File: src/rtl/stall_ctrl.sv
// Pipeline stall/flush controller: RUN / MEM_WAIT / HALTED state plus combinational enables and flushes.
// Optional stall-cycle counter and stall_count port are present only when STALL_COUNT_EN is defined.
module stall_ctrl #(
  parameter int REG_ADDR_WIDTH = 5,
  parameter int CNT_WIDTH      = 32
) (
  input  logic                      clk,
  input  logic                      rst,
  input  logic [REG_ADDR_WIDTH-1:0] id_rs,
  input  logic [REG_ADDR_WIDTH-1:0] id_rt,
  input  logic [REG_ADDR_WIDTH-1:0] ex_rd,
  input  logic                      ex_mem_read,
  input  logic                      ex_branch_taken,
  input  logic                      mem_wait,
  input  logic                      halt,
  output logic                      pc_en,
  output logic                      ifid_en,
  output logic                      idex_en,
  output logic                      exmem_en,
  output logic                      memwb_en,
  output logic                      ifid_flush,
  output logic                      idex_flush,
  output logic                      exmem_flush,
  output logic                      memwb_flush
`ifdef STALL_COUNT_EN
  ,
  output logic [CNT_WIDTH-1:0]      stall_count
`endif
);

  typedef enum logic [1:0] {
    RUN      = 2'd0,
    MEM_WAIT = 2'd1,
    HALTED   = 2'd2
  } state_e;

  state_e state_q, state_d;
  logic   load_use;

  assign load_use = ex_mem_read && (ex_rd != '0) &&
                    ((ex_rd == id_rs) || (ex_rd == id_rt));

  // NOTE: every output and next-state gets a default first, so no path leaves one unassigned (no latch).
  always_comb begin
    state_d     = state_q;
    pc_en       = 1'b1;
    ifid_en     = 1'b1;
    idex_en     = 1'b1;
    exmem_en    = 1'b1;
    memwb_en    = 1'b1;
    ifid_flush  = 1'b0;
    idex_flush  = 1'b0;
    exmem_flush = 1'b0;
    memwb_flush = 1'b0;

    if (!rst) begin
      state_d     = RUN;
      pc_en       = 1'b0;
      ifid_en     = 1'b0;
      idex_en     = 1'b0;
      exmem_en    = 1'b0;
      memwb_en    = 1'b0;
      ifid_flush  = 1'b1;
      idex_flush  = 1'b1;
      exmem_flush = 1'b1;
      memwb_flush = 1'b1;
    end else if (state_q == HALTED || halt) begin
      state_d  = HALTED;
      pc_en    = 1'b0;
      ifid_en  = 1'b0;
      idex_en  = 1'b0;
      exmem_en = 1'b0;
      memwb_en = 1'b0;
    end else if (mem_wait) begin
      // Freeze upstream; MEM result is invalid, so WB receives a bubble.
      state_d     = MEM_WAIT;
      pc_en       = 1'b0;
      ifid_en     = 1'b0;
      idex_en     = 1'b0;
      exmem_en    = 1'b0;
      memwb_flush = 1'b1;
    end else begin
      state_d = RUN;
      if (ex_branch_taken) begin
        ifid_flush = 1'b1;
        idex_flush = 1'b1;
      end else if (load_use) begin
        pc_en      = 1'b0;
        ifid_en    = 1'b0;
        idex_flush = 1'b1;
      end
    end
  end

  // NOTE: sequential state uses non-blocking assignments so all registers update together at the edge.
  always_ff @(posedge clk) begin
    state_q <= state_d;
  end

`ifdef STALL_COUNT_EN
  logic [CNT_WIDTH-1:0] cnt_q, cnt_d;

  // Saturating count of stalled cycles; the halt-entry cycle counts, HALTED cycles do not.
  always_comb begin
    cnt_d = cnt_q;
    if (!pc_en && state_q != HALTED && cnt_q != '1) begin
      cnt_d = cnt_q + 1'b1;
    end
  end

  always_ff @(posedge clk) begin
    if (!rst) begin
      cnt_q <= '0;
    end else begin
      cnt_q <= cnt_d;
    end
  end

  assign stall_count = cnt_q;
`endif

endmodule

File: config.mk
export PLATFORM = sky130hd
export DESIGN_NAME = stall_ctrl
export DESIGN_NICKNAME = d
export VERILOG_FILES = /design/src/rtl/stall_ctrl.sv
export SDC_FILE = /design/constraint.sdc
export NUM_CORES = 1
export LEC_CHECK = 0
export BUFFER_PORTS_ARGS = -buffer_cell sky130_fd_sc_hd__buf_2
export CAP_MARGIN = 20
export CORE_AREA = 2 2 39 41
export CTS_CLUSTER_DIAMETER = 40
export DETAILED_ROUTE_END_ITERATION = 10
export DIE_AREA = 0 0 41 43
export PLACE_DENSITY = 0.61
export SYNTH_ARGS = -nofsm -noshare
export SYNTH_HDL_FRONTEND = slang
export SYNTH_SLANG_ARGS = --single-unit
File: constraint.sdc
create_clock -name clk -period 1.3 [get_ports clk]
set_input_delay 0.13 -clock clk [delete_from_list [all_inputs] [get_ports clk]]
set_output_delay 0.13 -clock clk [all_outputs]
set_load 0.01 [all_outputs]
==> flow_summary.toml <==
[run_status]
status = "finished, violations left"
violations = "negative setup slack"

[global_routing]
grt_pass1_wl_um = 1280
grt_usage_pct = 10.2
grt_antenna_before_repair = 0
overflow = 0
grt_max_degree = 8
grt_pass1_vias = 366

[pwr]
combPwrFrac_pct = 40.4
p_leak_nw = 0.280
intPower_w = 0.000243
p_sw_share_pct = 31.1
p_clk_share_pct = 39.8
p_switching_w = 0.000110
p_seq_share_pct = 19.9
ir_worst_vdd_mv = 0.210
power_density_nw_per_um2 = 656

[timing]
worst_slew_pin_slew_ns = 0.288
setup_violations = 6
hold_viol_final = 0
period_share_pct = 110
hold_ws_ns = 0.209
fin_crit_ns = 1.43
layout_setup_ws_ns = -0.127
drv_slew = 0
fmax_mhz = 701
clock_skew_ns = 0.00306
max_slew_margin_pct = 80.8
rsz0062_at_grt = "yes"

[synthesis]
syn_avg_cell_area_sq_um = 7.40
syn-num-nets = 57
netlist.area_leader.share_pct = 32.9
synthesis.area_sq_um = 267
synth_cells = 36
ys_seq_area_share_pct = 15.0
ys_top_cells_by_area = "xor2_1, dfxtp_1, buf_4, nand2_1, and2_1"
synth_seq_cells = 2
yosys_warnings = 0
synth_cell_types = 16
yosysTopAreaCell = "xor2_1"

[clock_tree]
cts_tree = "done"
ctsHoldBuffers = 0
cts_root_buffer = "clkbuf_4"
cts_max_level = 1
cts_num_sinks = 2
insertion_delay_ns = 0.23
cts_buffers = 3
cts.path.max_buffers = 2
cts.clk_slew.worst_paths_ns = 0.03

[cells_and_area]
top_regs = "state_q x2"
largest_reg_flops = 2
n_antenna_cell = 0
mostFrequentLayoutCells = "buf_2, xor2_1, buf_6"
drive_above_1_share_pct = 67.1
design_area_sq_um = 538
fillCellCount = 167
synthToLayoutAreaGrowth_pct = 102
largest-register = "state_q"
final_common_cell = "buf_2"
fin_nets = 93

[critical_path]
slowest_stage = "dfxtp_2"
crit_fanout = 3
cp-start-kind = "flop"
max_stage_delay_ns = 0.31
required_ns = 1.17
path_buf_inv = 3
crit_type = "reg2out"
endpoint_kind = "output pin"
critPathArrivalTime_ns = 1.30
cp_top_family = "compound AO/OA/AOI/OAI gates"
crit_chain = "inv_2 -> a211oi_4 -> inv_1 -> o311ai_2 -> buf_2"

[run]
drv_cap = 0

[floorplan]
row_count = 14
ios = 30
dieHeight_um = 43
die_area_sq_um = 1760
die_w_um = 41
core_sq_um = 1380
initial_core_util_pct = 19.3

[drt]
wire_per_inst_um = 9.64
route.vias.total = 373
drtPass1Iterations = 1
viasPerCell = 4.34
antenna_left = 0
drt_iter0_drc = 0
routed_wl_um = 829
drc = 0

[place]
dpl_cell_area_sq_um = 432
place.port_buffers = 29
dp_hpwl_um = 633
place.gp.congestion = 0.679

[hold_path]
hp-class = "in2reg"
## worst min-delay path, stage by stage
cell and delay (ns):
buf_2 0.14, inv_1 0.07, nor2_1 0.04
## power groups by stage
stage           logic, W  clock network [W]  registers (W)
2_1_floorplan  0.0000579                  0      0.0000675
5_1_grt         0.000160           0.000154      0.0000702
6_report        0.000143           0.000140      0.0000701
4_1_cts         0.000127           0.000150      0.0000675
3_3_place_gp    0.000118                  0      0.0000677
3_5_place_dp    0.000119                  0      0.0000681
## cell type report
cell class              instances  area (sq um)  share of cell area [%]
flip-flops and latches          2          42.5                    7.91
well taps                      16          20.0                    3.72
multi-input cells              29           244                    45.3
inverters                       3          11.3                    2.09
clock buffers                   3          22.5                    4.19
repair buffers                 33           198                    36.7
## cell families (layout without fill, tap and decap cells)
family	count (synthesis)	count (layout)	synth area share (%)
buffers and inverters	5	39	9.86
xor gates and xnor gates	10	10	32.9
AOI/OAI and AO/OA	6	6	17.4
DFF	2	2	15.0
and+or+nand+nor	13	13	24.9
## synth_stat cells
library cell	n
xor2_1	10
nand2_1	4
inv_1	3
nor2_1	3
and2_1	2
buf_4	2
dfxtp_1	2
nor3_1	2
a211oi_1	1
a21oi_1	1
a22oi_1	1
and3_1	1
o21ai_2	1
o311ai_1	1
o31a_1	1
or4_4	1
## per-layer routing
metal,global-route usage (%),routed length [um]
met2,17.2,395
met5,0,0
met3,2.09,118
met4,6.00,0
met1,10.8,316
## worst paths after layout
path                    from         end  slack, ns  cells past startpoint
setup / recovery  state_q[0]  idex_flush      -0.13                      5
hold / removal           rst  state_q[1]       0.21                      3
setup reg to reg  state_q[0]  state_q[0]       0.42                      4
hold reg to reg   state_q[1]  state_q[1]       0.56                      2
## metrics by stage
step	worst slack (ns)	TNS, ns	total power (W)	utilization [%]	cells
2_1_floorplan	0.0536	0	0.000125	-	36
3_3_place_gp	-0.0385	-0.0820	0.000185	31.2	80
3_5_place_dp	-0.0332	-0.0854	0.000187	31.2	80
4_1_cts	-0.119	-0.440	0.000345	35.1	85
5_1_grt	-0.248	-0.925	0.000383	38.9	86
6_report	-0.127	-0.431	0.000353	38.9	86
## what timing repair did
action | in CTS | in global routing
resized for setup | 4 | 10
pin swaps | 4 | 2
setup buffers | 2 | 1
endpoints found under the setup margin | 5 | 6
gates cloned | 0 | 0
endpoints found under the hold margin | 0 | 0
No activity file was read; power rests on OpenSTA's default activity.
